==> config.mk <==
export PLATFORM = sky130hd
export DESIGN_NAME = rst_seq
export DESIGN_NICKNAME = d
export VERILOG_FILES = /design/src/rtl/rst_seq.sv
export SDC_FILE = /design/constraint.sdc
export NUM_CORES = 1
export LEC_CHECK = 0
export CAP_MARGIN = 20
export CORE_ASPECT_RATIO = 1.25
export CORE_MARGIN = 4
export CORE_UTILIZATION = 35
export CTS_BUF_LIST = sky130_fd_sc_hd__clkbuf_8
export DETAILED_ROUTE_END_ITERATION = 6
export HOLD_SLACK_MARGIN = 0.1
export PLACE_DENSITY = 0.53
export SLEW_MARGIN = 15
export SYNTH_ARGS = -nofsm -noshare
export SYNTH_HDL_FRONTEND = slang
export SYNTH_SLANG_ARGS = --single-unit
==> constraint.sdc <==
create_clock -name pcie_clk -period 2.8 [get_ports pcie_clk]
set_clock_uncertainty 0.15 [all_clocks]
set_input_delay 0.42 -clock pcie_clk [delete_from_list [all_inputs] [get_ports pcie_clk]]
set_output_delay 0.42 -clock pcie_clk [all_outputs]
set_load 0.005 [all_outputs]
==> src/rtl/rst_seq.sv <==
`default_nettype none
// ============================================================================
// Module : rst_seq
// Brief  : Staged, index-ordered release of NCH active-low resets, restarted
//          by a debounced push button or a link-down edge.
// Rev    : 1.0
// ============================================================================
module rst_seq #(
    parameter int NCH     = 3,
    parameter int STEP_W  = 21,
    parameter int DEB_W   = 16,
    parameter int LINKMON = 1
) (
    input  logic           pcie_clk,
    input  logic           sys_rst,
    input  logic           btn,
    input  logic           link_up,
    output logic [NCH-1:0] rst_n_out,
    output logic           seq_done,
    output logic [7:0]     restart_cnt
);

    localparam int                 c_idx_w = (NCH > 1) ? $clog2(NCH) : 1;
    localparam logic [NCH-1:0]     c_one   = NCH'(1);
    localparam logic [c_idx_w-1:0] c_last  = c_idx_w'(NCH - 1);

    typedef enum logic [1:0] {
        S_HOLD  = 2'd0,
        S_STAGE = 2'd1,
        S_DONE  = 2'd2
    } state_t;

    logic               r_btn_s1;
    logic               r_btn_s2;
    logic [DEB_W-1:0]   r_deb_cnt;
    logic               r_btn_db;
    logic               r_link_prev;
    state_t             r_state;
    logic [STEP_W-1:0]  r_step;
    logic [c_idx_w-1:0] r_idx;
    logic [NCH-1:0]     r_rst_n;
    logic [7:0]         r_restart_cnt;

    state_t             w_state_nxt;
    logic [STEP_W-1:0]  w_step_nxt;
    logic [c_idx_w-1:0] w_idx_nxt;
    logic [NCH-1:0]     w_rst_n_nxt;
    logic               w_press;
    logic               w_link_ev;
    logic               w_restart;
    logic               w_tc;

    // Press fires in the cycle whose edge moves btn_db from 1 to 0.
    assign w_press   = r_btn_db && !r_btn_s2 && (&r_deb_cnt);
    assign w_link_ev = (LINKMON != 0) && r_link_prev && !link_up;
    assign w_restart = w_press || w_link_ev;
    assign w_tc      = &r_step;

    always_ff @(posedge pcie_clk or posedge sys_rst) begin
        if (sys_rst) begin
            r_btn_s1    <= 1'b1;
            r_btn_s2    <= 1'b1;
            r_deb_cnt   <= '0;
            r_btn_db    <= 1'b1;
            r_link_prev <= 1'b0;
        end else begin
            r_btn_s1    <= btn;
            r_btn_s2    <= r_btn_s1;
            r_link_prev <= link_up;
            if (r_btn_s2 != r_btn_db) begin
                if (&r_deb_cnt) begin
                    r_btn_db  <= r_btn_s2;
                    r_deb_cnt <= '0;
                end else begin
                    r_deb_cnt <= r_deb_cnt + 1'b1;
                end
            end else begin
                r_deb_cnt <= '0;
            end
        end
    end

    always_comb begin
        w_state_nxt = r_state;
        w_step_nxt  = r_step;
        w_idx_nxt   = r_idx;
        w_rst_n_nxt = r_rst_n;
        if (w_restart) begin
            // Restart outranks a coincident terminal count.
            w_state_nxt = S_HOLD;
            w_step_nxt  = '0;
            w_idx_nxt   = '0;
            w_rst_n_nxt = '0;
        end else begin
            case (r_state)
                S_HOLD: begin
                    w_step_nxt  = r_step + 1'b1;
                    w_rst_n_nxt = '0;
                    if (w_tc) begin
                        w_rst_n_nxt = c_one;
                        w_idx_nxt   = c_idx_w'(1);
                        w_state_nxt = (NCH == 1) ? S_DONE : S_STAGE;
                    end
                end
                S_STAGE: begin
                    w_step_nxt = r_step + 1'b1;
                    if (w_tc) begin
                        w_rst_n_nxt = r_rst_n | (c_one << r_idx);
                        w_idx_nxt   = r_idx + 1'b1;
                        if (r_idx == c_last) begin
                            w_state_nxt = S_DONE;
                        end
                    end
                end
                S_DONE: begin
                    w_step_nxt = '0;
                end
                default: begin
                    w_state_nxt = S_HOLD;
                    w_step_nxt  = '0;
                    w_idx_nxt   = '0;
                    w_rst_n_nxt = '0;
                end
            endcase
        end
    end

    always_ff @(posedge pcie_clk or posedge sys_rst) begin
        if (sys_rst) begin
            r_state       <= S_HOLD;
            r_step        <= '0;
            r_idx         <= '0;
            r_rst_n       <= '0;
            r_restart_cnt <= '0;
        end else begin
            r_state <= w_state_nxt;
            r_step  <= w_step_nxt;
            r_idx   <= w_idx_nxt;
            r_rst_n <= w_rst_n_nxt;
            if (w_restart && (r_restart_cnt != 8'hFF)) begin
                r_restart_cnt <= r_restart_cnt + 1'b1;
            end
        end
    end

    assign rst_n_out   = r_rst_n;
    assign seq_done    = (r_state == S_DONE);
    assign restart_cnt = r_restart_cnt;

endmodule
`default_nettype wire

# Yosys cells after proc, flatten, opt, wreduce, memory -nomap -nowiden
# Cells that the tools add are included.
# totals
ff_bits	56
inputBits	4
elab_cells	56
# op_classes
add_sub_neg	4
n_eq_ne	9
shift	1
muxes	16
bitwise	1
reduce_logical	15
# ops
cell	n
$mux 21	2
$mux 16	2
$add 21x1->21 const B	1
$reduce_and 21->1	1
$reduce_and 17->1	1
$add 16x1->16 const B	1
$reduce_and 16->1	1
$mux 2	6
$pmux 2 s3	2
$ne 3x3->1 const B	3
$pmux 3 s3	1
$add 8x1->8 const B	1
$ne 8x8->1 const B	1
$mux 3	2
$eq 2x2->1 const B	2
$logic_and 1x1->1	4
$reduce_and 4->1	1
$or 3x3->3	1
$reduce_and 3->1	1
$shl 1x2->3 const A	1
$add 2x1->2 const B	1
$eq 2x1->1 const B	1
$logic_not 1->1	2
$logic_not 2->1	1
other kinds (6)	6

# Logic depth before layout (Yosys ltp)
# logic_depth
depth_word	6
mapped_depth	8
depth_no_buf	6

# Worst setup path after synthesis
# OpenSTA, ideal clock, no wires.
# synth_timing
kind	register to register
start	register r_deb_cnt[0]
end	register r_restart_cnt[1], in the netlist restart_cnt[1]
setup_time_ps	125
arrival_ps	1755
t_required_ps	2525
path_slack_ps	770
path_stages_with_launch	7
path_buffers	1
synth_period_minus_slack_ps	2030
cell_sequence	dfrtp_1 ha_1 and4_1 and4_1 buf_2 o21ai_0 mux2_2
# synth_between
elab_chain_cells	4
# synth_lines
element	line	source
start: declaration	35	logic [DEB_W-1:0] r_deb_cnt;
start signal: assignment	75	r_deb_cnt <= r_deb_cnt + 1'b1;
$reduce_and 16->1	54	assign w_press = r_btn_db && !r_btn_s2 && (&r_deb_cnt);
$logic_and 1x1->1	54	
$logic_or 1x1->1	56	assign w_restart = w_press || w_link_ev;
$logic_and 1x1->1	140	if (w_restart && (r_restart_cnt != 8'hFF)) begin
end signal: assignment	141	r_restart_cnt <= r_restart_cnt + 1'b1;
end: declaration	42	logic [7:0] r_restart_cnt;
# No other way between the ends.
# A chain may end at the register's enable or synchronous reset.

# Worst setup path after layout
# layout_timing
start	register r_deb_cnt[0]
end	register r_step[16]
# layout_between
elab_chain_cells	4
# layout_lines
element	line	source
$reduce_and 16->1	54	
$logic_and 1x1->1	54	
$logic_or 1x1->1	56	
$mux 21	88	if (w_restart) begin
net w_step_nxt[16]	45	logic [STEP_W-1:0] w_step_nxt;
end signal: assignment	137	r_step <= w_step_nxt;
end: declaration	39	logic [STEP_W-1:0] r_step;
# The timed path passes the listed nets, and every way through them passes these cells.

==> results by group <==
Clock network
  • CTS Root Cell: clkbuf_8
  • CTS Buf Count: 5
  • Clock Tree Buf Depth: 2
  • TritonCTS Sinks: 56
  • Worst-path clk slew: 100 ps
  • Post_cts resized: 0
  • Hold_buf cts: 0
  • H-tree levels: 2
  • Worst skew pair latency: 310 ps
  • Postcts setup bufs: 0
  • Clock tree from TritonCTS: yes

Timing
  • Max Slew Vio Count: 0
  • Max transition margin: 74.4%
  • Least-Margin Pin Slew: 381 ps
  • WHS: 210 ps
  • Crit share post-route: 82.5%
  • Final hold vios: 0
  • Timing-limited maximum frequency: 0.433 GHz
  • Crit path time final: 2310 ps
  • Setup violators final: 0
  • TNS Setup: 0 ps
  • RSZ-0062 raised after global routing: no

Yosys
  • Area contributors post-synth: dfrtp_1 48%, xnor2_1 5.1%, nor2_1 4.9%, xor2_1 4.4%, and4_1 3.5%
  • Cell taking the most area after synthesis: dfrtp_1
  • Main flop type after synthesis: dfrtp_1
  • Mapped Cells: 275
  • Flops & latches, synth: 56
  • Number of synthesized flops with an enable pin: 0
  • Post-Syn Nets: 286
  • Syn. warnings: 0
  • Netlist cell types: 39
  • Seq/Total Area, Yosys: 50.7%
  • Post-Synthesis Cell Area: 2770 um^2
  • Synth Area per Inst: 10.1 um^2
  • Synth top area share: 47.8%
  • Asr flop ratio synth: 100%

Worst setup path
  • Required @ worst endpoint: 2890 ps
  • Critical Path AT: 2400 ps
  • Path depth of the worst reg2reg path: 6
  • Crit Path Category: reg2reg
  • Family with the most delay on the worst path: simple AND/OR/NAND/NOR gates
  • Crit path depth: 6
  • Worst setup SP type: flop
  • Critical-path cell list: ha_1, and4_1, and4_1, or3_1, buf_4, a21oi_1
  • CP most frequent cell: and4_1
  • CP max-delay cell: or3_1
  • CP Capture Type: flop
  • Crit Path Max Fanout: 15
  • Worst reg2reg setup slack: 490 ps
  • Critical Path Max Stage Delay: 500 ps
  • Buf/Inv on CP: 1

Finish
  • Post-route cell area: 3160 um^2
  • Proportion of layout cells with a drive suffix above 1: 10.1%
  • Nets: 306
  • Non-filler cells, final: 391
  • Area Overhead vs Synth: 14.1%
  • # diodes: 0

Die
  • Die X: 87.6 um
  • Initial Utilization: 35.8%
  • Die ar.: 9420 um^2
  • IO Count: 16
  • Die Ht: 108 um
  • Core outline area: 7750 um^2
  • Row cnt: 36

Placement
  • DP Area: 3050 um^2
  • Placed Cells: 383
  • # port buffers: 15
  • Post-DP HPWL: 3610 um
  • Placer Congestion: 0.770

Global routing
  • Initial antenna violation count: 0
  • Global route total overflow: 0
  • First-pass GRT wire length: 8960 um
  • GRT Overall Usage: 11.8%
  • Vias in the first global route: 1957
  • Pin count of the biggest net entering global routing: 28

Detailed routing
  • WL final: 5060 um
  • First-pass detailed-route iteration total: 4
  • Post-DRT Antenna Nets: 0
  • Vias/cell: 5.08
  • WL/cell: 12.9 um
  • Violation count after the first detailed-route iteration: 50
  • DR DRC count: 0
  • Via count: 1988

Pwr
  • Maximum VDD drop: 0.000319 V
  • PD cells: 547 nW/um^2
  • Lkg Pwr: 1.32 nW

Hold path
  • Worst hold path type: in2async

Run status
  • Status: complete, no violations

Flow run
  • MaxCap Viol Count: 0
path summary, 6_finish.rpt:
path,startpoint,to
worst max-delay path,r_deb_cnt[0]$_DFF_PP0_,r_step[16]$_DFF_PP0_
worst min-delay path,sys_rst,r_link_prev$_DFF_PP0_
worst max register to register,r_deb_cnt[0]$_DFF_PP0_,r_step[16]$_DFF_PP0_
worst min register to register,r_btn_s1$_DFF_PP1_,r_btn_s2$_DFF_PP1_
max in group asynchronous,sys_rst,r_btn_s1$_DFF_PP1_
min in group pcie_clk,r_btn_s1$_DFF_PP1_,r_btn_s2$_DFF_PP1_
layout make-up:
class | instances | area [um^2]
fillers | 782 | 4580
clock buffers | 5 | 68.8
multi-input cells | 199 | 1290
clock inverters | 3 | 42.5
well taps | 95 | 119
flip-flops and latches | 56 | 1410
repair buffers | 21 | 195
inverters | 12 | 45.0
power breakdown:
part           internal, W  switching [W]
combinational     0.000143       0.000101
sequential        0.000875      0.0000845
clock             0.000265       0.000263
flip-flops by register name, indices dropped and copies added, names as in the netlist:
signal,flops
r_btn_db,1
r_step,21
r_deb_cnt,16
restart_cnt,8
r_idx,2
r_btn_s2,1
r_btn_s1,1
rst_n_out,3
r_state,2
r_link_prev,1
routing by layer:
layer | global-route usage (%) | share of wire (%)
met2 | 20.0 | 48
met1 | 14.8 | 48
met3 | 2.07 | 2.8
met4 | 4.28 | 1.8
met5 | 0 | 0
synthesized netlist by cell type (2+ instances only):
cell type and instances:
dfrtp_1 53, o2111ai_1 2, xor2_1 14, and4_1 11
xnor2_1 16, nor2_1 36, nand2_1 16, or3_1 6
mux2_2 4, nor3_1 4, and3_1 6, nand4_1 12
a21oi_1 15, clkbuf_1 4, buf_2 3, o21ai_0 14
ha_1 7, dfstp_2 3, o211ai_1 2, nand3_1 13
inv_1 12, or3b_2 2, nor4_1 4
stage by stage:
stage | power [W] | utilization (%) | setup slack (ps)
2_1_floorplan | 0.00110 | - | 770
3_3_place_gp | 0.00122 | 39.4 | 593
3_5_place_dp | 0.00122 | 39.4 | 536
4_1_cts | 0.00176 | 40.8 | 484
5_1_grt | 0.00183 | 40.8 | 352
6_report | 0.00173 | 40.8 | 490
cells in the final DEF (no fill, tap or decap), drive strengths merged:
cell	instances
nor2	36
a21oi	15
ha	7
and3	6
xnor2	16
dfrtp	53
dfstp	3
or3b	2
or3	7
clkinv	1
and4	11
nor2b	1
clkdlybuf4s50	15
buf	6
bufinv	1
o21bai	1
clkinvlp	1
xor2	14
or2	1
clkbuf	5
nand2b	1
a211o	1
inv	12
mux2	4
o31ai	1
nand3	14
nand4	13
o221ai	1
a31oi	1
o211ai	2
or4	2
and2	1
nor4	5
o21ai	14
o2111ai	2
nor3	4
nand2	16
kinds of logic (layout without fill, tap and decap cells):
| group | count (synthesis) | count (layout) | share of synthesized area, % |
|---|---|---|---|
| simple gates | 120 | 120 | 24.4 |
| fa+ha+maj | 7 | 7 | 3.16 |
| flops | 56 | 56 | 50.7 |
| mux | 4 | 4 | 1.62 |
| xor+xnor | 30 | 30 | 9.48 |
| compound gates | 38 | 38 | 7.81 |
| buf+inv | 20 | 41 | 2.84 |
worst register-to-register path: cells and delay by family (launching register included):
family	cells	cell delay, ps
buffers and inverters	1	260
flip-flops	1	420
AND/OR/NAND/NOR	3	1040
AO/OA/AOI/OAI	1	130
adder cells (fa/ha/maj)	1	240
Note: power is estimated with default switching activity, not from simulation.
